## config.mk

```make
export PLATFORM = sky130hd
export DESIGN_NAME = vending_fsm
export DESIGN_NICKNAME = d
export VERILOG_FILES = /design/src/rtl/vending_pkg.sv /design/src/rtl/vending_timer.sv /design/src/rtl/vending_fsm.sv
export SDC_FILE = /design/constraint.sdc
export NUM_CORES = 1
export LEC_CHECK = 0
export BUFFER_PORTS_ARGS = -buffer_cell sky130_fd_sc_hd__buf_4
export CORE_MARGIN = 2
export CORE_UTILIZATION = 35
export DETAILED_ROUTE_END_ITERATION = 7
export PLACE_DENSITY = 0.57
export SYNTH_ARGS = -nofsm -noshare
export SYNTH_HDL_FRONTEND = slang
export SYNTH_HIERARCHICAL = 1
export SYNTH_SLANG_ARGS = --single-unit
```

## constraint.sdc

```tcl
create_clock -name clk -period 3.6 [get_ports clk]
set_input_delay 0.72 -clock clk [delete_from_list [all_inputs] [get_ports clk]]
set_output_delay 0.72 -clock clk [all_outputs]
set_load 0.01 [all_outputs]
```

## src/rtl/vending_pkg.sv

```systemverilog
// rtl/vending_pkg.sv - shared types and price table for the vending controller
package vending_pkg;

  typedef enum logic [2:0] {
    IDLE,
    PAY,
    DISPENSE,
    CHANGE,
    REFUND
  } state_t;

  typedef logic [1:0] item_idx_t;

  localparam int TABLE_W = 4;
  localparam logic [TABLE_W-1:0] PRICE_TABLE [4] = '{4'd1, 4'd2, 4'd3, 4'd5};

endpackage

```

## src/rtl/vending_timer.sv

```systemverilog
// rtl/vending_timer.sv - loadable down-counter; expire flags the last enabled cycle
module vending_timer #(
  parameter int W = 4
) (
  input  logic         clk,
  input  logic         rst_n,
  input  logic         load,
  input  logic [W-1:0] load_val,
  input  logic         en,
  output logic         expire
);

  logic [W-1:0] count;

  always_ff @(posedge clk or negedge rst_n) begin
    if (!rst_n) begin
      count <= '0;
    end else if (load) begin
      count <= load_val;
    end else if (en && count != '0) begin
      count <= count - 1'b1;
    end
  end

  assign expire = en && (count == W'(1));

endmodule

```

## src/rtl/vending_fsm.sv

```systemverilog
// rtl/vending_fsm.sv - vending controller: selection, credit tracking, vend and change/refund
module vending_fsm
  import vending_pkg::*;
#(
  parameter int PRICE_W         = 4,
  parameter int DISPENSE_CYCLES = 4,
  parameter int TIMEOUT_CYCLES  = 1000
) (
  input  logic               clk,
  input  logic               rst_n,
  input  logic [1:0]         item_sel,
  input  logic               sel_valid,
  input  logic               coin_valid,
  input  logic [PRICE_W-1:0] coin_value,
  input  logic               cancel,
  output logic [PRICE_W-1:0] item_price,
  output logic [PRICE_W-1:0] credit,
  output logic               dispense,
  output logic [1:0]         dispense_item,
  output logic               change_valid,
  output logic [PRICE_W-1:0] change_amt,
  output logic               coin_reject,
  output logic               busy
);

  localparam int TO_W = $clog2(TIMEOUT_CYCLES + 1);
  localparam int DC_W = $clog2(DISPENSE_CYCLES + 1);

  state_t             state, state_nxt;
  item_idx_t          item_q;
  logic [PRICE_W-1:0] price_q, credit_q;
  logic               reject_q;

  logic               coin, fits, accept, paid;
  logic [PRICE_W:0]   sum;
  logic               to_expire, dc_expire;
  logic [PRICE_W-1:0] diff;

  assign coin   = coin_valid && (coin_value != '0);
  assign sum    = {1'b0, credit_q} + {1'b0, coin_value};
  assign fits   = !sum[PRICE_W];
  assign accept = (state == PAY) && coin && fits;
  assign paid   = accept && (sum[PRICE_W-1:0] >= price_q);

  // An accepted coin holds off the timeout enable, so the coin always wins a tie.
  vending_timer #(.W(TO_W)) u_timeout (
    .clk      (clk),
    .rst_n    (rst_n),
    .load     (((state == IDLE) && sel_valid) || accept),
    .load_val (TO_W'(TIMEOUT_CYCLES)),
    .en       ((state == PAY) && !accept),
    .expire   (to_expire)
  );

  vending_timer #(.W(DC_W)) u_hold (
    .clk      (clk),
    .rst_n    (rst_n),
    .load     (paid),
    .load_val (DC_W'(DISPENSE_CYCLES)),
    .en       (state == DISPENSE),
    .expire   (dc_expire)
  );

  always_comb begin
    state_nxt = state;
    case (state)
      IDLE:     if (sel_valid) state_nxt = PAY;
      PAY: begin
        if (paid)                        state_nxt = DISPENSE;
        else if (cancel || to_expire)    state_nxt = REFUND;
      end
      DISPENSE: if (dc_expire) state_nxt = CHANGE;
      CHANGE:   state_nxt = IDLE;
      REFUND:   state_nxt = IDLE;
      default:  state_nxt = IDLE;
    endcase
  end

  always_ff @(posedge clk or negedge rst_n) begin
    if (!rst_n) begin
      state    <= IDLE;
      item_q   <= '0;
      price_q  <= '0;
      credit_q <= '0;
      reject_q <= 1'b0;
    end else begin
      state    <= state_nxt;
      reject_q <= coin && ((state != PAY) || !fits);
      if (state == IDLE && sel_valid) begin
        item_q   <= item_sel;
        price_q  <= PRICE_W'(PRICE_TABLE[item_sel]);
        credit_q <= '0;
      end else if (accept) begin
        credit_q <= sum[PRICE_W-1:0];
      end else if (state == CHANGE || state == REFUND) begin
        price_q  <= '0;
        credit_q <= '0;
      end
    end
  end

  assign diff          = credit_q - price_q;
  assign item_price    = price_q;
  assign credit        = credit_q;
  assign dispense      = (state == DISPENSE);
  assign dispense_item = dispense ? item_q : 2'd0;
  assign coin_reject   = reject_q;
  assign busy          = (state != IDLE);

  always_comb begin
    change_valid = 1'b0;
    change_amt   = '0;
    if (state == CHANGE && diff != '0) begin
      change_valid = 1'b1;
      change_amt   = diff;
    end else if (state == REFUND && credit_q != '0) begin
      change_valid = 1'b1;
      change_amt   = credit_q;
    end
  end

endmodule

```

### After elaboration in Yosys (flattened, before gate mapping)

Cells that the tools add are included.

* add/sub/neg operators: 4
* magnitude comparators: 2
* equal/unequal tests: 11
* multiplexer cells: 22
* bitwise gates (word level): 1
* reductions and logical operators: 32

Operators with widths (count)
* 4-bit 2-to-1 mux: 9
* 10-bit 2-to-1 mux: 2
* 3-bit 2-to-1 mux: 6
* 1-bit logical AND: 13
* 4-bit nonzero test: 3
* 10-bit by 1-bit equality test with 1-bit output (second input constant): 1
* 10-bit nonzero test: 1
* 10-bit by 1-bit subtractor with 10-bit output (second input constant): 1
* 3-bit case mux with 3 select lines: 1
* 3-bit nonzero test: 3
* 4-bit binary-select mux with 2-bit select: 1
* 3-bit by 1-bit equality test with 1-bit output (second input constant): 2
* 3-bit by 2-bit equality test with 1-bit output (second input constant): 2
* 2-bit nonzero test: 3
* 4-bit by 4-bit adder with 5-bit output: 1
* 4-bit greater-or-equal comparator: 1
* 1-bit logical OR: 4
* 2-bit by 1-bit != test with 1-bit output (second input constant): 2
* 4-bit subtractor: 1
* 3-bit equality test (second input constant): 1
* 3-bit greater-or-equal comparator (second input constant): 1
* 3-bit logical NOT: 1
* 3-bit by 1-bit != test with 1-bit output (second input constant): 1
* 3-bit by 2-bit != test with 1-bit output (second input constant): 1
* 8 further kinds: 10

* bits in registers: 27
* input bits: 11
* output and inout port bits: 18
* logic and storage cells: 79

### Logic depth before layout (Yosys ltp)

* word-level depth: 11
* gate-level depth with buffers: 12
* depth with buffers taken out: 11

### Hierarchy

The synthesis kept the hierarchy.

By module, submodules not included
* vending_fsm: times used 1, cells each 115, area each 1039.7 µm²
* vending_timer at u_timeout: times used 1, cells each 72, area each 641.9 µm²
* vending_timer at u_hold: times used 1, cells each 21, area each 214.0 µm²

### Worst setup path after synthesis

Ideal clock, no wire load.

* kind: in2reg
* start: input coin_value[0]
* end: register u_hold.count[1]
* setup time: 0.116 ns
* data arrival time: 2.809 ns
* data required time: 3.484 ns
* setup slack: 0.676 ns
* stages on the path: 9
* buffers on the path: 0
* cells stage by stage: ha_1 -> fa_1 -> xor2_1 -> ha_1 -> o21ai_0 -> o221ai_1 -> and2_1 -> or4b_1 -> o311ai_0

* cells in the longest elaborated chain, start to end: 6
* elaborated cells on any way between the ends: 10
* classes of those cells: 1 x add/sub; 1 x order compare; 1 x mux; 7 x reduce/logical

Ends and longest elaborated chain
* from (decl): RTL line vending_fsm.sv:14 `input logic [PRICE_W-1:0] coin_value,`
* parallel branches: the longest is 4 deep, another holds 4-bit by 4-bit adder with 5-bit output
* 1-bit logical AND *: RTL line vending_fsm.sv:43 `assign paid = accept && (sum[PRICE_W-1:0] >= price_q);`
* net paid: RTL line vending_fsm.sv:34 `logic coin, fits, accept, paid;`
* 3-bit 2-to-1 mux / 2-bit nonzero test (equally long branches)
* to (signal assigned): RTL line vending_timer.sv:19 `count <= load_val;`
* to (signal assigned): RTL line vending_timer.sv:21 `count <= count - 1'b1;`
* to (decl): RTL line vending_timer.sv:13 `logic [W-1:0] count;`

Mark *: on every way through the listed nets, which the timed path passes.
A chain may end at the register's enable or synchronous reset.

### Worst setup path after layout

Ends and elaborated chain as after synthesis.

==> results.md <==
- Run status: completed
- Post-synthesis sequential area ratio: 0.343
- Overflow after GRT: 0
- Adder-cell share of the synthesized area: 0.133
- Crit path required time: around 3800 ps
- Top Family by Delay on Critical Path: adder cells
- Remaining DRCs: 0
- Design Area, Final: ~2300 sq um
- Total GRT Usage: 0.143
- Library cells used by synthesis: between 50 and 60
- Crit path max-delay cell type: or4b_1
- Post-route ant nets: 0
- WL/cell: around 13 microns
- Clk buf depth: 2
- Gate Count Post-Synth: roughly 210
- Routed wl met3: between 100 and 150 microns
- First-pass GRT wire length: between 7000 and 8000 microns
- Post-synth ARST share: 1.00
- CP bufs+invs: 1
- Vias in the first global route: between 1500 and 2000
- Initial core utilization: 0.366
- Mux cell area share after synthesis: 0.0277
- Sink Count: 26
- Setup Skew: roughly 6.2 ps
- Core box area: 5170 sq um
- Initial antenna violation count: 0
- Final WL: slightly above 4000 microns
- Final Hold Viols: 0
- Top cell by count, worst path: ha_1
- Min Tclk post-route: around 3000 ps
- Synth top cells by count: nand2_1 (31), dfrtp_1 (26), inv_1 (18)
- CP arrival: 3130 ps
- Fill cell count: about 520
- Clock slew at reported path FFs: approximately 90 ps
- CTS HTree Levels: 1
- PortBufs: 27
- Hold Crit Class: in -> async
- Yosys reg bits: 26
- Area leader, netlist: dfrtp_1
- Crit. Startpoint: coin_value[0]
- Placed cell area: 2230 sq um
- Slew headroom: 0.404
- FP Rows: 26
- Final Slew Violations: 0
- Post-synthesis compound-gate area fraction: 0.194
- Kind of critical path: in -> reg
- Critical path, cell by cell: buf_4 -> ha_1 -> fa_1 -> xor2_1 -> ha_1 -> o21ai_0 -> o221ai_1 -> and2_1 -> or4b_1 -> o311ai_0
- Startpoint types: input port
- Most common cell in the netlist: nand2_1
- P&R area growth vs syn: 21.3%
- Maxcap violations: 0
- Synthesis Warnings: 6
- Area contributors post-synth: dfrtp_1 (34%), ha_1 (11%), nand2_1 (6.1%), o21ai_0 (4.2%), inv_1 (3.6%)
- Post-cts sizing count: 0
- WL met1: slightly above 2000 microns
- Syn avg cell area: about 9.1 sq um
- Detailed Place HPWL: 3040 microns
- CTS buffer count: 3
- CP max FO: 9
- Critical R2R Launch: credit[0]$_DFFE_PN0P_
- Post-Synth XOR/XNOR Area: 0.0277
- Total power: between 0.0015 and 0.002 W
- F_max: roughly 0.34 GHz
- Vias per cell: 4.84
- DR vias: ~1500
- Hold buffers post-CTS: 0
- DRC marker count from the first detailed-route iteration: 63
- Crit path largest cell delay: between 500 and 600 ps
- Maximum vdd drop: 0.000311 V
- Simple-gate share of the synthesized area: 0.217
- Post-CTS Setup Bufs: 0
- Clock Root Buffer: clkbuf_8
- Wire length on met2: 1820 microns
- Final setup viols: 0
- Ys flop type: dfrtp_1
- Die height: between 70 and 80 microns
- CTS tree: done
- EDFF count, synth: 0
- Largest family of logic cells by synthesized area: simple AND/OR/NAND/NOR gates
- Worst-Skew Late Latency: between 200 and 300 ps
- Share of cells above drive strength 1: 0.192
- Setup TNS: 0 ps
- Placer Congestion: ~0.80
- Yosys top cell area share: 0.343
- Slew @ Worst Pin: approximately 890 ps
- Die Wd: between 70 and 80 microns
- Unrepaired setup endpoints after global routing: no
- Number of diodes: 0
- DR pass1 iterations: 4
- Fin crit share: 0.825
- DR top layer: met4
- Die area: around 6000 sq um
- Worst Setup End Kind: flop
- Post-Syn Area: approximately 1900 sq um
- Net count, final: ~280
- LEAKAGE: ~1.1 nW
- I/O Pins: 29
- Power per Cell Area: roughly 780 nW/um^2
- Largest net degree at the start of global routing: 27
[power by group]
group          total [W]  switching, W  internal, W
Sequential      0.000573      0.000152     0.000421
Clock           0.000248     0.0000985     0.000149
Combinational   0.000965      0.000517     0.000448
Total            0.00179      0.000768      0.00102
[routing by layer]
layer | up-vias | global-route usage
met5 | - | 0
met4 | 0 | 0.0536
met3 | 5 | 0.0105
met2 | 24 | 0.228
met1 | 713 | 0.202
li1 | 806 | -
[registers in the layout (all words and copies together) (netlist names)]
name	count
state	3
coin_reject	1
credit	4
u_hold/count	3
item_q	2
item_price	3
u_timeout/count	10
[final cells by class]
cell class	instances	area [sq um]	area share
clock inverter	1	30.0	0.0131
multi-input combinational	171	1190	0.517
inverter	18	67.6	0.0294
timing repair buffer	31	233	0.101
tap	70	87.6	0.0381
clock buffer	3	41.3	0.0180
sequential	26	651	0.283
[kinds of logic after synthesis]
kind of cell,after synthesis
adder cells (fa/ha/maj),19
flip-flops,26
AO/OA/AOI/OAI,53
other,2
buffers and inverters,23
XOR/XNOR,6
AND/OR/NAND/NOR,74
multiplexers,5
[worst paths after layout]
check	slack, ps	endpoint	cells after the start
worst max-delay path	630	u_hold/count[1]$_DFFE_PN0P_	10
worst min-delay path	340	item_q[1]$_DFFE_PN0P_	1
worst max register to register	720	u_hold/count[1]$_DFFE_PN0P_	9
worst min register to register	480	item_q[1]$_DFFE_PN0P_	2
max in group asynchronous	2980	item_price[1]$_DFFE_PN0P_	1
min in group clk	480	item_q[1]$_DFFE_PN0P_	2
[through the flow]
| stage | hold slack [ps] | instances | util | setup WS, ps |
|---|---|---|---|---|
| finish | 338 | 320 | 0.444 | 631 |
| global route | 362 | 320 | 0.444 | 479 |
| CTS | 348 | 320 | 0.444 | 622 |
| detailed placement | 463 | 316 | 0.431 | 361 |
| global placement | 465 | 316 | 0.431 | 421 |
| floorplan | 424 | 220 | - | 676 |
[layout by cell type (no fill, tap or decap), types with 3 or more instances in the layout]
master,instances
nor3b_1,4
dfrtp_1,26
or4b_1,3
o21ai_1,4
nor2_1,10
o21ai_0,16
conb_1,14
ha_1,17
inv_1,18
xnor2_1,4
a21oi_1,9
buf_4,31
mux2i_1,3
nand3_1,3
nand2_1,31
and2_1,3
a211oi_1,3
o31a_1,3
clkbuf_8,3
(Power assumes the default switching activity.)
